<file path="config.mk">
export PLATFORM = sky130hd
export DESIGN_NAME = csa_slice_seq_ctrl_flat
export DESIGN_NICKNAME = d
export VERILOG_FILES = /design/src/rtl/csa_slice_seq_ctrl_if.sv /design/src/rtl/csa_slice_seq_ctrl.sv /design/src/flat_wrapper.sv
export SDC_FILE = /design/constraint.sdc
export NUM_CORES = 1
export LEC_CHECK = 0
export CORE_UTILIZATION = 40
export DETAILED_ROUTE_END_ITERATION = 7
export PLACE_DENSITY_LB_ADDON = 0.08
export SETUP_SLACK_MARGIN = 0.15
export SLEW_MARGIN = 20
export SYNTH_ARGS = -nofsm -noshare
export SYNTH_HDL_FRONTEND = slang
export SYNTH_SLANG_ARGS = --single-unit
</file>
<file path="constraint.sdc">
create_clock -name i_clk -period 3.6 [get_ports i_clk]
set_clock_uncertainty 0.2 [all_clocks]
set_input_delay 0.54 -clock i_clk [delete_from_list [all_inputs] [get_ports i_clk]]
set_output_delay 0.54 -clock i_clk [all_outputs]
set_load 0.01 [all_outputs]
</file>
<file path="src/rtl/csa_slice_seq_ctrl_if.sv">
// Operand/result handshake bundle for the time-shared carry-select adder sequencer.
// master = operand producer / result consumer side, slave = the sequencer.
interface csa_slice_seq_ctrl_if #(
  parameter int TOTAL_WIDTH = 28,
  parameter int CNT_W       = 2
);
  // Both sides use valid/ready: a transfer happens on a rising edge where valid and ready are both high.
  logic                   i_valid;
  logic                   o_ready;
  logic [TOTAL_WIDTH-1:0] i_add_term1;
  logic [TOTAL_WIDTH-1:0] i_add_term2;
  logic                   i_cin;
  logic                   i_abort;
  logic                   o_valid;
  logic                   i_res_ready;
  logic [TOTAL_WIDTH-1:0] o_sum;
  logic                   o_cout;
  logic                   o_busy;
  logic [CNT_W-1:0]       o_slice_idx;
  logic [1:0]             o_state;

  modport master (
    output i_valid, i_add_term1, i_add_term2, i_cin, i_abort, i_res_ready,
    input  o_ready, o_valid, o_sum, o_cout, o_busy, o_slice_idx, o_state
  );

  modport slave (
    input  i_valid, i_add_term1, i_add_term2, i_cin, i_abort, i_res_ready,
    output o_ready, o_valid, o_sum, o_cout, o_busy, o_slice_idx, o_state
  );
endinterface

</file>
<file path="src/rtl/csa_slice_seq_ctrl.sv">
// Multi-cycle TOTAL_WIDTH-bit adder: one SLICE_WIDTH carry-select slice reused LSB-first,
// the slice carry-out registered into the next slice's carry-in.
module csa_slice_seq_ctrl #(
  parameter int TOTAL_WIDTH = 28,
  parameter int SLICE_WIDTH = 7
) (
  input  logic                  i_clk,
  input  logic                  i_rst,
  csa_slice_seq_ctrl_if.slave   bus
);
  localparam int NUM_SLICES = TOTAL_WIDTH / SLICE_WIDTH;
  localparam int CNT_W      = (NUM_SLICES > 2) ? $clog2(NUM_SLICES) : 1;
  localparam int SW         = SLICE_WIDTH;
  localparam logic [CNT_W-1:0] LAST_IDX = CNT_W'(NUM_SLICES - 1);

  typedef enum logic [1:0] {
    S_IDLE = 2'd0,
    S_RUN  = 2'd1,
    S_DONE = 2'd2
  } state_t;

  state_t state_q, state_d;

  logic [TOTAL_WIDTH-1:0] a_q, a_d;
  logic [TOTAL_WIDTH-1:0] b_q, b_d;
  logic [TOTAL_WIDTH-1:0] sum_q, sum_d;
  logic                   cout_q, cout_d;
  logic                   carry_q, carry_d;
  logic [CNT_W-1:0]       cnt_q, cnt_d;

  logic                   accept;
  logic                   last_slice;
  logic [SW-1:0]          a_sl [NUM_SLICES];
  logic [SW-1:0]          b_sl [NUM_SLICES];
  logic [SW-1:0]          slice_a, slice_b, slice_s;
  logic [SW:0]            sum_c0, sum_c1;
  logic                   slice_cout;

  // Abort takes priority over a new operand in IDLE.
  assign accept     = (state_q == S_IDLE) && bus.i_valid && !bus.i_abort;
  assign last_slice = (cnt_q == LAST_IDX);

  // ---------------- FSM: state register ----------------
  always_ff @(posedge i_clk or posedge i_rst) begin
    if (i_rst) state_q <= S_IDLE;
    else       state_q <= state_d;
  end

  // ---------------- FSM: next state ----------------
  always_comb begin
    state_d = state_q;
    case (state_q)
      S_IDLE: if (accept) state_d = S_RUN;
      S_RUN: begin
        if (bus.i_abort)     state_d = S_IDLE;
        else if (last_slice) state_d = S_DONE;
      end
      S_DONE: begin
        if (bus.i_abort || bus.i_res_ready) state_d = S_IDLE;
      end
      default: state_d = S_IDLE;
    endcase
  end

  // ---------------- FSM: outputs ----------------
  always_comb begin
    bus.o_ready     = (state_q == S_IDLE) && !i_rst;
    bus.o_valid     = (state_q == S_DONE);
    bus.o_busy      = (state_q != S_IDLE);
    bus.o_state     = state_q;
    bus.o_slice_idx = cnt_q;
    bus.o_sum       = sum_q;
    bus.o_cout      = cout_q;
  end

  // ---------------- shared carry-select slice ----------------
  for (genvar g = 0; g < NUM_SLICES; g++) begin : g_slices
    assign a_sl[g] = a_q[g*SW +: SW];
    assign b_sl[g] = b_q[g*SW +: SW];
  end

  assign slice_a = a_sl[cnt_q];
  assign slice_b = b_sl[cnt_q];

  // Both carry-in hypotheses are formed in parallel; the registered carry only picks one.
  always_comb begin
    sum_c0 = {1'b0, slice_a} + {1'b0, slice_b};
    sum_c1 = sum_c0 + (SW+1)'(1);
    {slice_cout, slice_s} = carry_q ? sum_c1 : sum_c0;
  end

  // ---------------- datapath next state ----------------
  always_comb begin
    a_d     = a_q;
    b_d     = b_q;
    sum_d   = sum_q;
    cout_d  = cout_q;
    carry_d = carry_q;
    cnt_d   = cnt_q;
    case (state_q)
      S_IDLE: begin
        if (accept) begin
          a_d     = bus.i_add_term1;
          b_d     = bus.i_add_term2;
          carry_d = bus.i_cin;
          sum_d   = '0;
          cout_d  = 1'b0;
          cnt_d   = '0;
        end
      end
      S_RUN: begin
        if (bus.i_abort) begin
          cnt_d = '0;
        end else begin
          for (int k = 0; k < NUM_SLICES; k++) begin
            if (CNT_W'(k) == cnt_q) sum_d[k*SW +: SW] = slice_s;
          end
          carry_d = slice_cout;
          if (last_slice) begin
            cout_d = slice_cout;
            cnt_d  = '0;
          end else begin
            cnt_d  = cnt_q + CNT_W'(1);
          end
        end
      end
      S_DONE: begin
        if (bus.i_abort) cnt_d = '0;
      end
      default: cnt_d = '0;
    endcase
  end

  // ---------------- datapath registers ----------------
  always_ff @(posedge i_clk or posedge i_rst) begin
    if (i_rst) begin
      a_q     <= '0;
      b_q     <= '0;
      sum_q   <= '0;
      cout_q  <= 1'b0;
      carry_q <= 1'b0;
      cnt_q   <= '0;
    end else begin
      a_q     <= a_d;
      b_q     <= b_d;
      sum_q   <= sum_d;
      cout_q  <= cout_d;
      carry_q <= carry_d;
      cnt_q   <= cnt_d;
    end
  end

endmodule

</file>
<file path="src/flat_wrapper.sv">
// flat-port wrapper written by rule: the top's interface ports become plain ports
module csa_slice_seq_ctrl_flat 
#(
  parameter int TOTAL_WIDTH = 28,
  parameter int SLICE_WIDTH = 7
)
  (i_clk, i_rst, bus_i_valid, bus_i_add_term1, bus_i_add_term2, bus_i_cin, bus_i_abort, bus_i_res_ready, bus_o_ready, bus_o_valid, bus_o_sum, bus_o_cout, bus_o_busy, bus_o_slice_idx, bus_o_state);
  csa_slice_seq_ctrl_if #(.TOTAL_WIDTH(TOTAL_WIDTH), .CNT_W((2))) bus_i ();
  input  logic i_clk;
  input  logic i_rst;
  input wire logic [$bits(bus_i.i_valid)-1:0] bus_i_valid;
  input wire logic [$bits(bus_i.i_add_term1)-1:0] bus_i_add_term1;
  input wire logic [$bits(bus_i.i_add_term2)-1:0] bus_i_add_term2;
  input wire logic [$bits(bus_i.i_cin)-1:0] bus_i_cin;
  input wire logic [$bits(bus_i.i_abort)-1:0] bus_i_abort;
  input wire logic [$bits(bus_i.i_res_ready)-1:0] bus_i_res_ready;
  output wire logic [$bits(bus_i.o_ready)-1:0] bus_o_ready;
  output wire logic [$bits(bus_i.o_valid)-1:0] bus_o_valid;
  output wire logic [$bits(bus_i.o_sum)-1:0] bus_o_sum;
  output wire logic [$bits(bus_i.o_cout)-1:0] bus_o_cout;
  output wire logic [$bits(bus_i.o_busy)-1:0] bus_o_busy;
  output wire logic [$bits(bus_i.o_slice_idx)-1:0] bus_o_slice_idx;
  output wire logic [$bits(bus_i.o_state)-1:0] bus_o_state;
  assign bus_i.i_valid = bus_i_valid;
  assign bus_i.i_add_term1 = bus_i_add_term1;
  assign bus_i.i_add_term2 = bus_i_add_term2;
  assign bus_i.i_cin = bus_i_cin;
  assign bus_i.i_abort = bus_i_abort;
  assign bus_i.i_res_ready = bus_i_res_ready;
  assign bus_o_ready = bus_i.o_ready;
  assign bus_o_valid = bus_i.o_valid;
  assign bus_o_sum = bus_i.o_sum;
  assign bus_o_cout = bus_i.o_cout;
  assign bus_o_busy = bus_i.o_busy;
  assign bus_o_slice_idx = bus_i.o_slice_idx;
  assign bus_o_state = bus_i.o_state;
  csa_slice_seq_ctrl #(.TOTAL_WIDTH(TOTAL_WIDTH), .SLICE_WIDTH(SLICE_WIDTH)) u_core (.i_clk(i_clk), .i_rst(i_rst), .bus(bus_i));
endmodule
</file>
==> results.tsv <==
metric	value	unit
grt.busiest_layer	met2	
ir_worst_vdd	0.289	mV
rsz0062_at_grt	false	
synth_area_per_cell	13.0	sq um
hold_viol_final	0	
wire_per_inst	15.5	um
async_flop_share	100	%
synth_cells	338	
place_inst	561	
power_density	717	nW/um^2
yosysMostFrequentCell	dfrtp_1	
syn_area	4380	sq um
fp.dieH	107	um
cts_buffer_depth	2	
synth_commonest_cells	dfrtp_1, mux2_2, nand2_1, nor2_1, mux4_2	
dieArea	11400	sq um
setup.worst_path.start_class	flip-flop	
syn_nets	413	
drcViolationCount	0	
power	0.00413	W
drive_gt1_share	26.4	%
grtUsageMet3	2.49	%
antenna_left	0	
portBuffers	97	
pre_cts_ws	0.326	ns
gr-usage-met2	26.8	%
vias	2919	
vias_per_cell	5.07	
tns	0	ns
p_seq_share	35.5	%
grt_pass1_wl	14.8	mm
clk_pin_slew	0.08	ns
p_leak	2.37	nW
synth_top_area_share	51.4	%
crit_type	reg2reg	
ioPinCount	98	
arrival	3.23	ns
grt_pass1_vias	2864	
grt-ovfl-total	0	
gp_congestion	0.811	
stdcell_count	576	
whs	0.283	ns
worst_slack	0.451	ns
yosysUniqueCellTypes	45	
antenna_found_initial	0	
crit_path_max_fanout	5	
ys_ff_latch	90	
max_freq	0.318	GHz
cp-end-kind	flip-flop	
synth_area_leader_cell	dfrtp_1	
cts_root_buf	clkbuf_8	
fin_crit_sh	87.5	%
initial_core_util	41.9	%
cts_tree	done	
core_area	10500	sq um
p_switching	0.00143	W
num_rows	37	
p_int	0.00269	W
clk-insertion-delay-late	0.36	ns
final_nets	511	
fin_crit	3.15	ns
relSlewSlack	44.3	%
cp_data_required_time	3.69	ns
diodes	0	
tightest_slew	0.836	ns
synth_area_leaders	dfrtp_1, mux2_2, mux4_2, ha_1, nand2_1	
postCtsSetupBuffers	0	
ctsHoldBuffers	0	
hp-class	reg2reg	
synth_edf_count	0	
netSwitchingFraction	34.8	%
drv.max_cap_violation_count	0	
grt.total_usage	16.9	%
post-dp-hpwl	6.67	mm
yosys_warnings	0	
p_clk_share	18.9	%
dr.first_iter.drc_count	119	
grtUsageMet1	23.6	%
htreeDepth	3	
synthFlopType	dfrtp_1	
syn_to_final_growth	31.3	%
pwr-share-comb	45.6	%
drt_pass1_iterations	4	
numCtsBuffers	9	
clock_sinks	90	
cts-resized-gates	0	
status	finished clean	
finalMaxSlewViolations	0	
grt_max_degree	58	
yosysSeqAreaShare	51.4	%
finalWirelength	8.91	mm
die_x	107	um
setup_viol	0	
worst max-delay path, cell delays in order (launching register included):
cell     delay, ns
dfrtp_2       0.48
mux4_2        0.54
ha_1          0.22
inv_1         0.07
fa_1          0.46
nor3_2        0.28
o311a_1       0.24
nand2_1       0.07
xnor2_1       0.33
a31o_1        0.20
stage by stage:
stage | instance area (sq um) | util, %
after floorplan | 4380 | -
after global placement | 5520 | 52.8
after detailed placement | 5520 | 52.8
after CTS | 5750 | 54.9
after global routing | 5760 | 55.0
final | 5760 | 55.0
sequential cells by signal, summed over array words and instances (netlist names):
name,count
u_core.a_q,28
u_core.b_q,28
u_core.bus.o_sum,28
u_core.bus.o_state,2
u_core.bus.o_slice_idx,2
u_core.bus.o_cout,1
u_core.carry_q,1
cell usage in the layout (no fill, tap or decap), types with 6 or more instances in the layout:
| cell type | synthesis | layout |
|---|---|---|
| xnor2_1 | 7 | 7 |
| mux2_2 | 68 | 68 |
| o21ai_0 | 13 | 13 |
| dfrtp_1 | 90 | 89 |
| o21ai_1 | 6 | 6 |
| a21oi_1 | 11 | 11 |
| ha_1 | 12 | 12 |
| clkbuf_8 | 0 | 10 |
| clkdlybuf4s50_1 | 0 | 97 |
| nand2_1 | 27 | 27 |
| mux4_2 | 14 | 14 |
| nor2_1 | 17 | 17 |
| nor2b_1 | 8 | 8 |
| inv_1 | 10 | 9 |
layout make-up:
| class | instances | area [sq um] |
|---|---|---|
| tap | 136 | 170 |
| inverter | 10 | 38.8 |
| multi-input combinational | 223 | 2020 |
| fill | 915 | 4710 |
| clock inverter | 5 | 87.6 |
| sequential | 90 | 2250 |
| clock buffer | 10 | 138 |
| timing repair buffer | 102 | 1050 |
power by group through the flow:
stage                     registers [W]  logic, W  clock network, W
after CTS                       0.00147   0.00189          0.000799
after detailed placement        0.00149   0.00188                 0
after global routing            0.00151   0.00207          0.000843
final                           0.00147   0.00188          0.000779
after floorplan                 0.00149   0.00123                 0
after global placement          0.00149   0.00185                 0
per-layer routing:
layer  share of wire [%]  vias to the layer above
li1                    -                     1393
met1                  47                     1446
met2                  48                       69
met3                 3.5                       11
met4                 1.3                        0
met5                   0                        -
worst paths after layout:
check                                           from                   end  slack [ns]  depth (start not counted)
max                        u_core.bus.o_slice_idx[0]  u_core.bus.o_sum[19]        0.45                          9
min                             u_core.bus.o_sum[21]  u_core.bus.o_sum[21]        0.28                          2
max reg2reg                u_core.bus.o_slice_idx[0]  u_core.bus.o_sum[19]        0.45                          9
min reg2reg                     u_core.bus.o_sum[21]  u_core.bus.o_sum[21]        0.28                          2
max in group asynchronous                      i_rst        u_core.a_q[18]        2.05                          3
min in group asynchronous                      i_rst        u_core.b_q[11]        0.46                          2
kinds of logic after synthesis:
family,Yosys count,synth area share (%)
xor+xnor,12,2.57
mux,82,24.7
compound gates,49,7.65
simple gates,67,7.19
fa+ha+maj,13,3.88
flops,90,51.4
buf+inv,25,2.65
(Power assumes the default switching activity.)
==> RTL change (same settings) <==
`SLICE_WIDTH` is set to 7 in 2 places; all go to 8.
--- a/src/rtl/csa_slice_seq_ctrl.sv
+++ b/src/rtl/csa_slice_seq_ctrl.sv
@@ -3,5 +3,5 @@
 module csa_slice_seq_ctrl #(
   parameter int TOTAL_WIDTH = 28,
-  parameter int SLICE_WIDTH = 7
+  parameter int SLICE_WIDTH = 8
 ) (
   input  logic                  i_clk,
--- a/src/flat_wrapper.sv
+++ b/src/flat_wrapper.sv
@@ -3,5 +3,5 @@
 #(
   parameter int TOTAL_WIDTH = 28,
-  parameter int SLICE_WIDTH = 7
+  parameter int SLICE_WIDTH = 8
 )
   (i_clk, i_rst, bus_i_valid, bus_i_add_term1, bus_i_add_term2, bus_i_cin, bus_i_abort, bus_i_res_ready, bus_o_ready, bus_o_valid, bus_o_sum, bus_o_cout, bus_o_busy, bus_o_slice_idx, bus_o_state);
Formal check against the unedited RTL: not equivalent (Yosys sat finds a counterexample within 4 cycles, from zero or initial values and one cycle with i_rst high).
==> RTL change against the original RTL <==
- synthesized cell count rose by 5.3%
- wire length decreased by 8.1%
- worst setup slack got worse by 99 ps
- via count fell by 0.99%
- non-clock buffer count is 5 lower
- cell area is 8.9% lower
- sequential cell count down 12
- clock power is 3.9% higher
- core utilization increased by 0.96 points
- total power decreased by 13%
- synthesized area shrank 10%
- largest cell class unchanged
- highest routed layer unchanged
==> RTL change: results (changes against the original RTL) <==
* Clock root cell: clkbuf_8 (unchanged)
* Placement Setup Slack at 282 ps (was 326 ps)
* Hold slack at 280 ps (was 283 ps)
* DP Cell Count at 563 (was 561)
* Ant diodes at 0 (unchanged)
* CTS clk-pin slew, worst paths at ~90 ps
* Hpwl dp at 5970 um (was 6670 um)
* Hold endpoint: u_core.bus.o_sum[17] (was u_core.bus.o_sum[21])
* Tot GR Track Use at 17.2% (was 16.9%)
* DP Area at 4940 um2 (was 5520 um2)
* Grt met2 use at 26.6% (was 26.8%)
* Non-filler instance count after layout at 581 (was 576)
* Leakage power at 2.15 nW (was 2.37 nW)
* Asr flop ratio synth at 100% (unchanged)
* Iteration-0 DRC Markers at 96 (was 119)
* Distinct cells, synth at 48 (was 45)
* Number of global-route vias before repair at 2,840 (was 2,864)
* Maximum vdd drop at 0.000274 V (was 0.000289 V)
* HP Class: register to register (unchanged)
* Hold Path Origin: u_core.bus.o_sum[17] (was u_core.bus.o_sum[21])
* Ratio of cells with drive above 1 in the final layout at 22.1% (was 26.4%)
* Start of the worst register-to-register path: u_core.bus.o_slice_idx[0] (unchanged)
* Wirelength per Cell at 14.1 um (was 15.5 um)
* M3 GR Usage at 3.45% (was 2.49%)
* Vias per std cell at 4.97 (was 5.07)
* Total CTS buffers at 9 (unchanged)
* Worst-path maximum fanout at 16 (was 5)
* Reg2reg setup slack at 350 ps (was 450 ps)
* Seq/Total Area, Yosys at 49.6% (was 51.4%)
* Depth of the CTS H-tree at 3 (unchanged)
* Latest clock arrival within the worst-skew pair at around 350 ps
* Synth cell count leaders: dfrtp_1 (78), nand2_1 (52), mux2_2 (49) (was dfrtp_1 (90), mux2_2 (68), nand2_1 (27))
* Longest Clk Path Bufs at 2 (unchanged)
* Synth area leaders: dfrtp_1 (50%), mux2_2 (14%), nand2_1 (5.0%) (was dfrtp_1 (51%), mux2_2 (17%), mux4_2 (7.2%))
* Final Wtd Congestion at 0.818 (was 0.811)
* WP data arrival at 3260 ps (was 3230 ps)
* Met1 Usage GRT at 24.2% (was 23.6%)
* R2r endpoint: u_core.carry_q (was u_core.bus.o_sum[19])
* Initial antenna violation count at 0 (unchanged)
* IO Port Bufs at 85 (was 97)
* Slew margin rel. at 58.0% (was 44.3%)
* Status: complete, no violations (unchanged)
* Post-Syn Area per Cell at 11.1 um2 (was 13.0 um2)
* Nets at 519 (was 511)
* Pre-antenna DRT Iters at 4 (unchanged)
* Cell depth of the worst flop-to-flop path at 13 (was 9)
* Largest net degree at the start of global routing at 49 (was 58)
* First-pass GRT wire length at 13,600 um (was 14,800 um)
-- RTL change: power by group --
| group | internal (mW) | switching [mW] |
|---|---|---|
| logic | 0.782 | 0.771 |
| clock network | 0.464 | 0.344 |
| registers | 1.10 | 0.121 |
| total | 2.35 | 1.24 |
-- RTL change: cells by family after synthesis --
group | Yosys count | share of synthesized area (%)
adder cells (fa/ha/maj) | 10 | 3.37
multiplexers | 65 | 18.1
flip-flops | 78 | 49.6
XOR/XNOR | 10 | 2.23
AO/OA/AOI/OAI | 73 | 12.7
buffers and inverters | 27 | 3.05
other | 1 | 0.0953
AND/OR/NAND/NOR | 92 | 10.9
-- RTL change: worst max path at each step --
stage	cells after the start	start	endpoint	slack, ps
2_1_floorplan	11	u_core.bus.o_slice_idx[1]	u_core.carry_q	260
4_1_cts	11	u_core.bus.o_slice_idx[1]	u_core.carry_q	240
5_1_grt	13	u_core.bus.o_slice_idx[0]	u_core.carry_q	100
3_3_place_gp	12	u_core.bus.o_slice_idx[1]	u_core.carry_q	330
6_report	13	u_core.bus.o_slice_idx[0]	u_core.carry_q	350
3_5_place_dp	11	u_core.bus.o_slice_idx[1]	u_core.carry_q	280
-- RTL change: layout make-up --
class / instances / area, um2
inverter: 7 / 26.3
clock buffer: 9 / 124
fill: 873 / 4130
multi-input combinational: 254 / 1910
timing repair buffer: 97 / 956
clock inverter: 7 / 120
tap: 129 / 161
sequential: 78 / 1950
-- RTL change: layer usage --
metal | part of all wire [%] | vias up
met3 | 3.4 | 9
met4 | 1.2 | 0
met5 | 0 | -
met2 | 46 | 63
met1 | 49 | 1383
li1 | - | 1435
-- RTL change: timing repair --
item / in CTS / in global routing
hold buffers: 0 / 0
setup endpoints to repair: 0 / 7
gates resized for setup: 0 / 16
endpoints found under the hold margin: 0 / 0
buffers inserted: 0 / 2
-- RTL change: metrics by stage --
step           power, mW  utilization, %
3_5_place_dp        2.75            52.8
5_1_grt             3.82            56.0
6_report            3.58            56.0
4_1_cts             3.56            55.4
2_1_floorplan       2.23               -
3_3_place_gp        2.71            52.8
-- RTL change: worst max-delay path: stages (launching register included) --
cell	delay, ps
dfrtp_1	380
nor2b_2	160
buf_6	150
nand2_1	70
o21ai_0	120
ha_2	230
fa_1	530
ha_1	160
nand2_1	80
a211oi_2	210
nand4_1	160
nor4_2	320
xor2_1	240
o311ai_1	110
